### src/rtl/pc_gen_pkg.sv
// Shared types and constants for the PC generator.
package pc_gen_pkg;

  typedef enum logic [1:0] {
    PC_SEQ    = 2'b00,
    PC_BRANCH = 2'b01,
    PC_JALR   = 2'b10,
    PC_RET    = 2'b11
  } pc_sel_e;

  localparam logic [31:0] PC_RESET_VECTOR = 32'h0000_1000;

endpackage

### src/rtl/pc_ras.sv
// Return-address stack: circular buffer; a push when full overwrites the oldest entry.
module pc_ras
  import pc_gen_pkg::*;
#(
  parameter int WIDTH = 32,
  parameter int DEPTH = 4
) (
  input  logic             clk,
  input  logic             rst,
  input  logic             push,
  input  logic             pop,
  input  logic [WIDTH-1:0] din,
  output logic [WIDTH-1:0] top,
  output logic             empty,
  output logic             full
);

  localparam int PW = $clog2(DEPTH);
  localparam int CW = $clog2(DEPTH + 1);

  logic [DEPTH-1:0][WIDTH-1:0] mem_q, mem_d;
  logic [PW-1:0]               ptr_q, ptr_d;
  logic [CW-1:0]               cnt_q, cnt_d;

  assign top   = mem_q[ptr_q];
  assign empty = (cnt_q == '0);
  assign full  = (cnt_q == CW'(DEPTH));

  always_comb begin
    mem_d = mem_q;
    ptr_d = ptr_q;
    cnt_d = cnt_q;
    if (push && pop) begin
      // Pop-then-push collapses to an in-place replace of the top entry.
      mem_d[ptr_q] = din;
    end else if (push) begin
      ptr_d        = ptr_q + PW'(1);
      mem_d[ptr_d] = din;
      if (!full) cnt_d = cnt_q + CW'(1);
    end else if (pop && !empty) begin
      ptr_d = ptr_q - PW'(1);
      cnt_d = cnt_q - CW'(1);
    end
  end

  always_ff @(posedge clk or posedge rst) begin
    if (rst) begin
      ptr_q <= '0;
      cnt_q <= '0;
    end else begin
      ptr_q <= ptr_d;
      cnt_q <= cnt_d;
    end
  end

  // Entry contents carry no reset; the count alone defines validity.
  always_ff @(posedge clk) mem_q <= mem_d;

endmodule

### src/rtl/pc_gen.sv
// Program-counter generator with seq/branch/jalr/return selection and misalign rejection.
// Define PC_GEN_RAS_EN to build in the return-address stack; otherwise return acts as jalr.
module pc_gen
  import pc_gen_pkg::*;
#(
  parameter int               WIDTH        = 32,
  parameter logic [WIDTH-1:0] RESET_VECTOR = WIDTH'(PC_RESET_VECTOR),
  parameter int               RAS_DEPTH    = 4
) (
  input  logic             clk,
  input  logic             rst,
  input  logic             stall,
  input  logic [1:0]       pc_sel,
  input  logic [WIDTH-1:0] imm,
  input  logic [WIDTH-1:0] rs1,
  input  logic             is_call,
  output logic [WIDTH-1:0] pc_curr,
  output logic [WIDTH-1:0] pc_plus4,
  output logic             misalign,
  output logic             ras_empty
);

  pc_sel_e          sel;
  logic [WIDTH-1:0] pc_q, pc_d, target, jalr_sum, jalr_tgt, ras_top;
  logic             misalign_q, misalign_d, reject, adv, pop_req, ras_empty_w;

  assign sel      = pc_sel_e'(pc_sel);
  assign pc_plus4 = pc_q + WIDTH'(4);
  assign jalr_sum = rs1 + imm;
  assign jalr_tgt = {jalr_sum[WIDTH-1:1], 1'b0};

  always_comb begin
    target  = pc_plus4;
    pop_req = 1'b0;
    case (sel)
      PC_BRANCH: target = pc_q + imm;
      PC_JALR:   target = jalr_tgt;
      PC_RET: begin
        if (!ras_empty_w) begin
          target  = ras_top;
          pop_req = 1'b1;
        end else begin
          target = jalr_tgt;
        end
      end
      default:   target = pc_plus4;
    endcase
  end

  // A misaligned target freezes the PC and suppresses any stack update.
  assign reject = |target[1:0];
  assign adv    = !stall && !reject;

  always_comb begin
    pc_d       = adv ? target : pc_q;
    misalign_d = stall ? misalign_q : reject;
  end

  always_ff @(posedge clk or posedge rst) begin
    if (rst) begin
      pc_q       <= RESET_VECTOR;
      misalign_q <= 1'b0;
    end else begin
      pc_q       <= pc_d;
      misalign_q <= misalign_d;
    end
  end

`ifdef PC_GEN_RAS_EN
  logic push, pop, ras_full_unused;
  assign push = adv && is_call;
  assign pop  = adv && pop_req;

  pc_ras #(
    .WIDTH (WIDTH),
    .DEPTH (RAS_DEPTH)
  ) u_ras (
    .clk   (clk),
    .rst   (rst),
    .push  (push),
    .pop   (pop),
    .din   (pc_plus4),
    .top   (ras_top),
    .empty (ras_empty_w),
    .full  (ras_full_unused)
  );
`else
  localparam int ras_depth_unused = RAS_DEPTH;
  logic ras_sig_unused;
  assign ras_sig_unused = is_call | pop_req;
  assign ras_top        = '0;
  assign ras_empty_w    = 1'b1;
`endif

  assign pc_curr   = pc_q;
  assign misalign  = misalign_q;
  assign ras_empty = ras_empty_w;

endmodule

### config.mk
export PLATFORM = sky130hd
export DESIGN_NAME = pc_gen
export DESIGN_NICKNAME = d
export VERILOG_FILES = /design/src/rtl/pc_gen_pkg.sv /design/src/rtl/pc_ras.sv /design/src/rtl/pc_gen.sv
export SDC_FILE = /design/constraint.sdc
export NUM_CORES = 1
export LEC_CHECK = 0
export CELL_PAD_IN_SITES_DETAIL_PLACEMENT = 1
export CELL_PAD_IN_SITES_GLOBAL_PLACEMENT = 2
export CORE_MARGIN = 5
export CORE_UTILIZATION = 26
export DETAILED_ROUTE_END_ITERATION = 7
export PLACE_DENSITY = 0.78
export SYNTH_ARGS = -nofsm -noshare
export SYNTH_HDL_FRONTEND = slang
export SYNTH_SLANG_ARGS = --single-unit
### constraint.sdc
create_clock -name clk -period 3.1 [get_ports clk]
set_clock_uncertainty 0.15 [all_clocks]
set_input_delay 0.775 -clock clk [delete_from_list [all_inputs] [get_ports clk]]
set_output_delay 0.775 -clock clk [all_outputs]
set_load 0.03 [all_outputs]
==> flow_summary.yaml <==
floorplan:
  pin_count: 136
  die_x_um: 156
  rows: 53
  core_area_um2: 21000
  die_h_um: 156
  start_util_pct: 26.4
  die_area_um2: 24400
detailed_routing:
  drtIter0Drc: 355
  wl_per_cell_um: 21.1
  routed_wl_um: 30600
  detail-route-antenna-nets: 0
  vias_per_cell: 5.32
  dr.pass1.iters: 5
  drc_errors: 0
  num_vias: 7729
timing:
  worst_pin_slew_ps: 589
  max_freq_mhz: 305
  period_share_pct: 106
  hold_violations: 0
  slew_violations: 0
  setup_viol: 9
  rsz0062_at_grt: "true"
  hold_ws_ps: 341
  period_minus_slack_ps: 3280
  setup_ws_ps: -180
  slew_headroom_pct: 60.6
power:
  pwr-share-seq_pct: 11.9
  power_frac_clock_pct: 8.2
  swShare_pct: 48.3
  vdd_drop_max_v: 0.000460
  switchingPower_mw: 3.66
  p_int_mw: 3.91
  design_power_total_mw: 7.57
  p_per_area_nw_per_um2: 693
  p_comb_share_pct: 79.9
  p_leak_nw: 4.77
hold_path:
  worstHoldPathType: "flip-flop to flip-flop"
  whs_endpoint: "misalign"
  min_path_cells: 1
  hp-start: "misalign"
yosys:
  synth_top_cell_area_share_pct: 14.4
  syn_avg_cell_area_um2: 7.40
  synth_edf_count: 0
  synth_top_family_by_area: "compound AO/OA/AOI/OAI gates"
  postSynthCellCount: 750
  synth_seq_cells: 33
  synthSimpleGateAreaFrac_pct: 22.5
  synth_flop_cell: "dfrtp_1"
  synth_top_cells_by_count: "nand2_1, nor2_1, a21oi_1"
  synth_compound_area_share_pct: 30.4
  yosys.area_share.adder_pct: 14.7
  synth_mux_area_share_pct: 1.49
  ys_async_sr_fraction_pct: 100
  yosys.cell_types.count: 71
  yosys-top-cells-area: "dfrtp_1, ha_1, xnor2_1, a21oi_1, nand2_1"
  synth_largest_area_cell: "dfrtp_1"
  ys_seq_area_share_pct: 14.9
  yosysWarnings: 0
  syn_nets: 884
  synth_xor_area_share_pct: 12.3
  syn_area_um2: 5550
  synth_most_common_cell: "nand2_1"
setup_path:
  timing.rr.end: "pc_curr[17]"
  reg2reg_slack_ps: -70
  crit_family: "compound AO/OA/AOI/OAI gates"
  r2r_start: "pc_curr[2]"
  crit_path_cell_trace: "buf_6 > ha_4 > a21o_1 > a221o_1 > nor3b_4 > o21bai_1 > or3_4 > a311oi_4 > xnor2_1 > a221o_1"
  worst-path-buf-inv: 1
  crit_path_start_kind: "primary input"
  endpoint_kind: "flip-flop"
  crit_slowest_cell: "a311oi_4"
  criticalPathCategory: "primary input to flip-flop"
  critical_path_required_ps: 3140
  crit_path_frequent_cell: "a221o_1"
  cp_max_fo: 3
  critical_path.max_stage_delay_ps: 410
  reg2regPathDepth: 12
  arrival_ps: 3320
cts:
  clk_latency_ps: 300
  numCtsBuffers: 5
  cts_sinks: 33
  cts_buffer_depth: 2
  path_clk_slew_ps: 70
  htree_levels: 2
  cts_root_buffer: "clkbuf_16"
  cts_tree: "done"
  hold_buffers: 0
finish:
  fin_area_um2: 10900
  seq_area_um2: 835
  finalNonFillerCells: 1453
  antenna_cells: 0
  n_fill_cell: 2485
  nets: 1311
  syn2layout_area_growth_pct: 96.9
  multiInputGateArea_um2: 5700
  drive_above_1_share_pct: 45.4
place:
  gp_congestion: 0.922
  hpwl_um: 23100
  io_buffers: 133
  placed_cell_area_um2: 9290
  placedCellCount: 1389
  dp_slack_ps: -1080
run:
  maxCapViolations: 0
global_routing:
  grt-ovfl-total: 0
  grt_pass1_vias: 8387
  grt_max_degree: 34
  antenna_found_initial: 0
  grt_use_total_pct: 23.6
  grt_pass1_wl_um: 45900
run_status:
  violations: "negative setup slack"
  status: "finished with violations"
==> through the flow <==
step,TNS (ps),utilization (%)
finish,-981,52.0
global route,-1970,52.0
floorplan,-265,-
detailed placement,-20430,44.2
CTS,-1040,49.9
global placement,-18860,44.2
==> final cells by class <==
type | count | share of cell area (%)
tap | 275 | 3.15
clock inverter | 3 | 0.424
timing repair buffer | 451 | 34.8
sequential | 33 | 7.64
inverter | 19 | 0.676
clock buffer | 5 | 1.15
multi-input combinational | 667 | 52.2
==> kinds of logic after synthesis <==
group           Yosys count
flops                    33
other cells               1
mux                       8
fa+ha+maj                64
simple gates            260
compound gates          256
buf+inv                  50
xor+xnor                 78
==> flip-flops by register name (all words and copies together) (netlist names) <==
register / cells
misalign: 1
pc_curr: 32
==> power groups by stage <==
stage | combinational, mW | clock (mW) | sequential [mW]
3_3_place_gp | 5.13 | 0 | 0.875
4_1_cts | 5.69 | 0.625 | 0.899
5_1_grt | 6.45 | 0.635 | 0.924
6_report | 6.05 | 0.621 | 0.898
2_1_floorplan | 2.32 | 0 | 1.13
3_5_place_dp | 5.21 | 0 | 0.879
==> worst max-delay path by stage <==
stage                     depth (start not counted)  slack, ps   start          end
after floorplan                                  12       -100  imm[0]  pc_curr[30]
after global placement                           12      -1070  imm[0]  pc_curr[28]
after detailed placement                         12      -1080  imm[0]  pc_curr[28]
after CTS                                        10       -210  rs1[4]  pc_curr[23]
after global routing                             11       -260  rs1[4]  pc_curr[31]
final                                            10       -180  rs1[4]  pc_curr[23]
==> metal layers <==
| metal | GRT usage (%) | vias to the layer above | wire length (um) |
|---|---|---|---|
| li1 | - | 3646 | - |
| met1 | 28.9 | 3794 | 12600 |
| met2 | 43.2 | 226 | 15700 |
| met3 | 3.08 | 63 | 1320 |
| met4 | 6.88 | 0 | 1020 |
| met5 | 0 | - | 0 |
==> placed cells by master (no fill, tap or decap), drive strengths merged, types with 15 or more instances in the layout <==
master,n
buf,354
nand2,81
nor2,71
a21oi,69
clkdlybuf4s50,64
o21ai,62
ha,62
xnor2,46
xor2,32
dfrtp,32
nand3,21
a21o,20
inv,19
nand4,16
dlygate4sd2,15
==> repair_timing <==
| action | in CTS | in global routing |
|---|---|---|
| endpoints found under the setup margin | 42 | 35 |
| setup buffers | 34 | 27 |
| pin swaps | 87 | 63 |
| gates resized for setup | 257 | 74 |
| hold endpoints to repair | 0 | 0 |
(Power assumes the default switching activity.)
